--- config.mk ---
export PLATFORM = sky130hd
export DESIGN_NAME = mdv_ctrl
export DESIGN_NICKNAME = d
export VERILOG_FILES = /design/src/rtl/mdv_pkg.sv /design/src/rtl/mdv_spinup.sv /design/src/rtl/mdv_ctrl.sv
export SDC_FILE = /design/constraint.sdc
export NUM_CORES = 1
export LEC_CHECK = 0
export CAP_MARGIN = 20
export CORE_UTILIZATION = 55
export DETAILED_ROUTE_END_ITERATION = 16
export PLACE_DENSITY = 0.75
export SYNTH_ARGS = -nofsm -noshare
export SYNTH_HDL_FRONTEND = slang
export SYNTH_SLANG_ARGS = --single-unit
--- constraint.sdc ---
create_clock -name clk -period 3.51 [get_ports clk]
set_input_delay 0.5265 -clock clk [delete_from_list [all_inputs] [get_ports clk]]
set_output_delay 0.5265 -clock clk [all_outputs]
set_load 0.01 [all_outputs]
--- src/rtl/mdv_pkg.sv ---
// Shared definitions for the microdrive controller: control register bit
// positions, drive count limit, FSM state types and a priority helper.
package mdv_pkg;

  localparam int SELCLK     = 0;
  localparam int SELDATA    = 1;
  localparam int RDWR       = 2;
  localparam int ERASE      = 3;
  localparam int MAX_DRIVES = 8;

  typedef enum logic [1:0] {
    S_IDLE  = 2'd0,
    S_SPIN  = 2'd1,
    S_READY = 2'd2
  } spin_state_e;

  typedef enum logic [1:0] {
    A_IDLE = 2'd0,
    A_WAIT = 2'd1,
    A_READ = 2'd2
  } arb_state_e;

  // Index of the lowest set bit; 0 when the vector is empty.
  function automatic logic [2:0] lowest_set(input logic [MAX_DRIVES-1:0] v);
    lowest_set = 3'd0;
    for (int i = MAX_DRIVES - 1; i >= 0; i--) begin
      if (v[i]) lowest_set = 3'(i);
    end
  endfunction

endpackage

--- src/rtl/mdv_spinup.sv ---
// Motor spin-up timer: a reloadable down-counter that declares the active
// drive ready SPINUP_CYCLES clocks after it was selected.
//
//   state   | meaning
//   S_IDLE  | no drive selected, counter parked at 0
//   S_SPIN  | motor spinning up, counter running down
//   S_READY | active drive up to speed
module mdv_spinup
  import mdv_pkg::*;
#(
  parameter int SPINUP_CYCLES = 2100000,
  parameter int CNT_W         = 22
) (
  input  logic       clk,
  input  logic       reset,
  input  logic [2:0] act_idx,
  input  logic       chain_any,
  output logic       ready
);

  localparam logic [CNT_W-1:0] RELOAD = CNT_W'(SPINUP_CYCLES - 1);

  spin_state_e      state;
  logic [CNT_W-1:0] cnt;
  logic [2:0]       act_q;

  // act_idx/chain_any describe the chain as it will be after this edge, so
  // the state moves on the same edge the chain does.
  always_ff @(posedge clk or posedge reset) begin
    if (reset) begin
      state <= S_IDLE;
      cnt   <= '0;
      act_q <= '0;
    end else begin
      act_q <= act_idx;
      case (state)
        S_IDLE: begin
          if (chain_any) begin
            state <= S_SPIN;
            cnt   <= RELOAD;
          end
        end
        S_SPIN, S_READY: begin
          if (!chain_any) begin
            state <= S_IDLE;
            cnt   <= '0;
          end else if (act_idx != act_q) begin
            state <= S_SPIN;
            cnt   <= RELOAD;
          end else if (state == S_SPIN) begin
            if (cnt == '0) state <= S_READY;
            else           cnt   <= cnt - 1'b1;
          end
        end
        default: begin
          state <= S_IDLE;
          cnt   <= '0;
        end
      endcase
    end
  end

  assign ready = (state == S_READY);

endmodule

--- src/rtl/mdv_ctrl.sv ---
// Microdrive controller: select-chain decode, spin-up tracking and the
// video-idle RAM read slot arbiter. Macro MDV_WRITE_EN enables write/erase.
//
//   state  | meaning
//   A_IDLE | no read outstanding
//   A_WAIT | request latched for drive grant, waiting for an idle slot
//   A_READ | mem_read owned, waiting for the mem_cycle falling edge
module mdv_ctrl
  import mdv_pkg::*;
#(
  parameter int NUM_DRIVES    = 2,
  parameter int SPINUP_CYCLES = 2100000,
  parameter int CNT_W         = 22
) (
  input  logic                  clk,
  input  logic                  reset,
  input  logic                  ctrl_wr,
  input  logic [3:0]            ctrl_din,
  output logic [NUM_DRIVES-1:0] drv_sel,
  output logic [NUM_DRIVES-1:0] drv_motor,
  output logic                  drv_ready,
  output logic [2:0]            active_drv,
  input  logic [NUM_DRIVES-1:0] drv_req,
  output logic [NUM_DRIVES-1:0] drv_ack,
  input  logic                  mem_ena,
  input  logic                  mem_cycle,
  output logic                  mem_read,
  output logic                  write_mode,
  output logic                  erase
);

  logic [NUM_DRIVES-1:0] chain;
  logic [NUM_DRIVES-1:0] chain_n;
  logic                  last_clk;
  logic                  shift_en;
  logic [2:0]            act_n;
  logic [MAX_DRIVES-1:0] req_ext;

  arb_state_e            arb;
  logic [2:0]            grant;
  logic                  mem_cycle_q;

  // A select-clock high-to-low transition shifts select data into the chain.
  assign shift_en = ctrl_wr && last_clk && !ctrl_din[SELCLK];

  always_comb begin
    chain_n = chain;
    if (shift_en) chain_n = (chain << 1) | NUM_DRIVES'(ctrl_din[SELDATA]);
  end

  always_ff @(posedge clk or posedge reset) begin
    if (reset) begin
      chain    <= '0;
      last_clk <= 1'b0;
    end else begin
      chain <= chain_n;
      if (ctrl_wr) last_clk <= ctrl_din[SELCLK];
    end
  end

  assign act_n      = lowest_set(MAX_DRIVES'(chain_n));
  assign active_drv = lowest_set(MAX_DRIVES'(chain));
  assign drv_motor  = chain;

  mdv_spinup #(
    .SPINUP_CYCLES(SPINUP_CYCLES),
    .CNT_W        (CNT_W)
  ) u_spinup (
    .clk      (clk),
    .reset    (reset),
    .act_idx  (act_n),
    .chain_any(|chain_n),
    .ready    (drv_ready)
  );

  assign drv_sel = drv_ready ? (NUM_DRIVES'(1) << active_drv) : '0;
  assign req_ext = MAX_DRIVES'(drv_req);

  always_ff @(posedge clk or posedge reset) begin
    if (reset) begin
      arb         <= A_IDLE;
      grant       <= '0;
      mem_read    <= 1'b0;
      drv_ack     <= '0;
      mem_cycle_q <= 1'b0;
    end else begin
      mem_cycle_q <= mem_cycle;
      drv_ack     <= '0;
      case (arb)
        A_IDLE: begin
          if (drv_ready && req_ext[active_drv]) begin
            arb   <= A_WAIT;
            grant <= active_drv;
          end
        end
        A_WAIT: begin
          if (!drv_ready) begin
            arb <= A_IDLE;
          end else if (mem_ena && !mem_cycle) begin
            arb      <= A_READ;
            mem_read <= 1'b1;
          end
        end
        A_READ: begin
          // An in-flight read always completes to the latched grant.
          if (mem_cycle_q && !mem_cycle) begin
            drv_ack  <= NUM_DRIVES'(1) << grant;
            mem_read <= 1'b0;
            arb      <= A_IDLE;
          end
        end
        default: begin
          arb      <= A_IDLE;
          mem_read <= 1'b0;
        end
      endcase
    end
  end

`ifdef MDV_WRITE_EN
  always_ff @(posedge clk or posedge reset) begin
    if (reset) begin
      write_mode <= 1'b0;
      erase      <= 1'b0;
    end else if (ctrl_wr) begin
      write_mode <= ctrl_din[RDWR];
      erase      <= ctrl_din[ERASE];
    end
  end
`else
  logic unused_din;
  assign unused_din = ^ctrl_din[ERASE:RDWR];
  assign write_mode = 1'b0;
  assign erase      = 1'b0;
`endif

endmodule

==> summary.md <==
| Metric | Value |
|---|---|
| Ordered list of cells on the worst path | clkdlybuf4s50_1, and3b_1, o211a_1, o211ai_1, nand2_1, o22ai_1 |
| Global-route wire length before repair | 8140 um |
| Required time at the worst-slack endpoint | 3.71 ns |
| Number of DRC markers in iteration 0 | 125 |
| Largest buffer count on any clock path | 2 |
| Max Clock Skew | 0.00601 ns |
| Final nets | 274 |
| Die X | 64.9 um |
| Number of clock buffers inserted by TritonCTS | 5 |
| Nature of the critical path endpoint | flip-flop |
| Max stage delay on crit path | 0.77 ns |
| Lkg Pwr | 1.09 nW |
| Beginning of the worst hold path | grant[0] |
| Layout-stage area growth over the synthesis result | 16.5% |
| Yosys warning count | 0 |
| Clock slew at the register clock pins of the worst setup and hold paths | 0.07 ns |
| Part of the power in combinational logic | 0.413 |
| Clock latency reported for the late side of the worst-skew pair | 0.29 ns |
| Maximum fanout count along the critical path | 12 |
| Initial DRT Pass Iterations | 4 |
| Total of hold buffers inserted after clock tree synthesis | 0 |
| Slowest cell on crit path | sky130_fd_sc_hd__o211ai_1 |
| Routed WL | 4850 um |
| Post-CTS sizing | 0 |
| Overflow left after global routing | 0 |
| Core box area | 3720 um2 |
| Reg-to-reg endpoint | u_spinup.cnt[9] |
| # setup viols final | 0 |
| Most frequent cells in the layout | sky130_fd_sc_hd__dfrtp_1 (35), sky130_fd_sc_hd__a21oi_1 (17), sky130_fd_sc_hd__clkdlybuf4s50_1 (17), sky130_fd_sc_hd__nor3_1 (14) |
| Top FF cell, synth | sky130_fd_sc_hd__dfrtp_1 |
| Cell taking the most area after synthesis | sky130_fd_sc_hd__dfrtp_1 |
| Clock power share | 0.238 |
| Number of enable-type register cells in the synthesized netlist | 0 |
| DR vias | 1969 |
| Achievable clock frequency | 349 MHz |
| Cell area after synthesis | 2170 um2 |
| Crit path capture | u_spinup.cnt[9] |
| GR Util All Layers | 0.254 |
| Startpoint of the worst-slack reg-to-reg timing path | u_spinup.cnt[17] |
| Hold Vio Cnt, Final | 0 |
| Part of the total power dissipated in sequential elements | 0.349 |
| Total power per unit cell area | 621 nW/um2 |
| Leading cell type in the layout, fill and taps excluded | sky130_fd_sc_hd__dfrtp_1 |
| Layout cell share with drive strength beyond 1 | 0.108 |
| Final antenna diode count | 0 |
| Setup TNS Final | 0 ns |
| Pin count of the biggest net entering global routing | 36 |
| Seq/Total Area, Yosys | 0.403 |
| Boundary pin count | 24 |
| Classification of the worst setup path | primary input to flip-flop |
| Post-Syn Area per Cell | 9.21 um2 |
| Worst setup startpoint | ctrl_din[1] |
| Fin Hold WS | 0.450 ns |
| Register-to-Register Setup Slack | 0.81 ns |
| Clock Tree Root | sky130_fd_sc_hd__clkbuf_8 |
| Share of async-settable or async-resettable flops after synthesis | 1.00 |
| Transition time at the pin with the least slew margin | 0.946 ns |
| Routed length per instance | 15.8 um |
| Buffer and inverter count on the worst path | 1 |
| Switching share of power | 0.384 |
| Clock tree from TritonCTS | done |
| Number of cells on the worst reg-to-reg path | 5 |
| Number of standard cells after synthesis | 236 |
| Estimated wirelength of the detail-placed design | 3320 um |
| Count of unique library cells instantiated by Yosys | 49 |
| Internal power | 0.000968 W |
| CTS sink count | 35 |
| Count of cell instances traversed by the critical path | 6 |
| Top-area cell type share of the netlist area | 0.403 |
| Setup bufs post-CTS | 0 |
| Cell types occupying the most area after synthesis | sky130_fd_sc_hd__dfrtp_1 (40%), sky130_fd_sc_hd__a21oi_1 (3.9%), sky130_fd_sc_hd__nor3_1 (3.2%), sky130_fd_sc_hd__ha_1 (2.9%), sky130_fd_sc_hd__a211oi_1 (2.8%) |
| Max H-tree Level | 2 |
| Vertical die dimension | 64.9 um |
| Remaining max-slew budget at the tightest pin | 0.366 |
| RD Place Congestion | 0.811 |
| Number of global-route vias before repair | 1773 |
| Port bufs | 17 |
| Avg Vias per Cell | 6.41 |
| Number of rows created at floorplan | 22 |
| Initial standard-cell utilization of the core | 0.585 |
| Post-route clock period utilization | 0.817 |
| Crit path arrival time | 3.06 ns |
| Slew Limit Fails | 0 |
| Maximum vdd drop | 354 uV |
| Count of maximum capacitance violations | 0 |
| # fillers | 310 |
| Antenna violations before repair | 0 |
| Post-route DRC violation count | 0 |
| Hold/Removal Path Class | flip-flop to flip-flop |
| Outcome | completed |
| Antenna viol nets, final | 0 |
| Startpoint Class | primary input |
| Unrepaired setup endpoints after global routing | false |
| Area of the die | 4210 um2 |
| Gate family responsible for the most delay along the worst path | compound AO/OA/AOI/OAI gates |
| Switch Pwr | 0.000604 W |
| Final period demand of the worst path | 2.87 ns |
| Flip-flop and latch count after synthesis | 35 |
[sequential cells by signal, summed over array words and instances (netlist names)]
register	flops
arb	2
mem_read	1
u_spinup.state	2
u_spinup.cnt	22
drv_motor	2
grant	1
u_spinup.act_q	1
last_clk	1
drv_ack	2
mem_cycle_q	1
[power by group through the flow]
stage	clock [W]	combinational, W	sequential, W
floorplan	0	0.000465	0.000538
global placement	0	0.000616	0.000554
detailed placement	0	0.000627	0.000557
CTS	0.000380	0.000634	0.000549
global route	0.000395	0.000726	0.000561
finish	0.000374	0.000650	0.000549
[stage by stage]
stage           util  setup slack (ns)  cells  area [um2]  total power (W)
2_1_floorplan      -              1.08    239        2180          0.00100
3_3_place_gp   0.647             0.447    298        2410          0.00117
3_5_place_dp   0.647             0.418    298        2410          0.00118
5_1_grt        0.681             0.437    307        2530          0.00168
6_report       0.681             0.642    307        2530          0.00157
4_1_cts        0.679             0.680    306        2520          0.00156
[synth_stat cells (4+ instances only)]
cell,n
sky130_fd_sc_hd__nor2_1,9
sky130_fd_sc_hd__o21ai_0,6
sky130_fd_sc_hd__nor2b_1,6
sky130_fd_sc_hd__a31oi_1,5
sky130_fd_sc_hd__nor3b_1,4
sky130_fd_sc_hd__ha_1,5
sky130_fd_sc_hd__nor3_1,14
sky130_fd_sc_hd__o211a_1,4
sky130_fd_sc_hd__nor4_1,5
sky130_fd_sc_hd__o31ai_1,5
sky130_fd_sc_hd__dfrtp_1,35
sky130_fd_sc_hd__or3_1,6
sky130_fd_sc_hd__clkbuf_1,5
sky130_fd_sc_hd__nand4b_1,4
sky130_fd_sc_hd__a211oi_1,8
sky130_fd_sc_hd__a21oi_1,17
sky130_fd_sc_hd__o211ai_1,4
sky130_fd_sc_hd__nand2_1,13
sky130_fd_sc_hd__buf_4,4
sky130_fd_sc_hd__buf_2,5
sky130_fd_sc_hd__inv_1,13
sky130_fd_sc_hd__or4_1,7
sky130_fd_sc_hd__o22ai_1,5
sky130_fd_sc_hd__o41ai_1,5
[logic make-up after synthesis]
logic type      synth area share
buf+inv                   0.0564
compound gates             0.234
fa+ha+maj                 0.0288
flops                      0.403
mux                       0.0201
other cells              0.00173
simple gates               0.256
[per-layer routing]
layer | part of all wire | vias up | track usage | wire (um)
met5 | 0 | - | 0 | 0
met3 | 0.050 | 10 | 0.0493 | 244
met1 | 0.46 | 946 | 0.341 | 2230
met2 | 0.47 | 54 | 0.402 | 2290
met4 | 0.017 | 0 | 0.100 | 80
li1 | - | 959 | - | -
[layout make-up]
type	count	area (um2)	share of cell area
Multi-Input combinational cell	177	1190	0.471
Sequential cell	35	876	0.346
Timing Repair Buffer	26	238	0.0939
Clock buffer	6	82.6	0.0326
Tap cell	48	60.1	0.0237
Clock inverter	2	35.0	0.0138
Inverter	13	48.8	0.0193
[how the worst min path moves through the flow]
stage	slack (ns)	cells past startpoint	endpoint
2_1_floorplan	0.42	1	drv_ack[0]
3_3_place_gp	0.43	1	drv_ack[0]
6_report	0.45	1	drv_ack[0]
3_5_place_dp	0.44	1	drv_ack[0]
5_1_grt	0.48	1	drv_ack[0]
4_1_cts	0.45	1	drv_ack[0]
No activity file was read; power rests on OpenSTA's default activity.
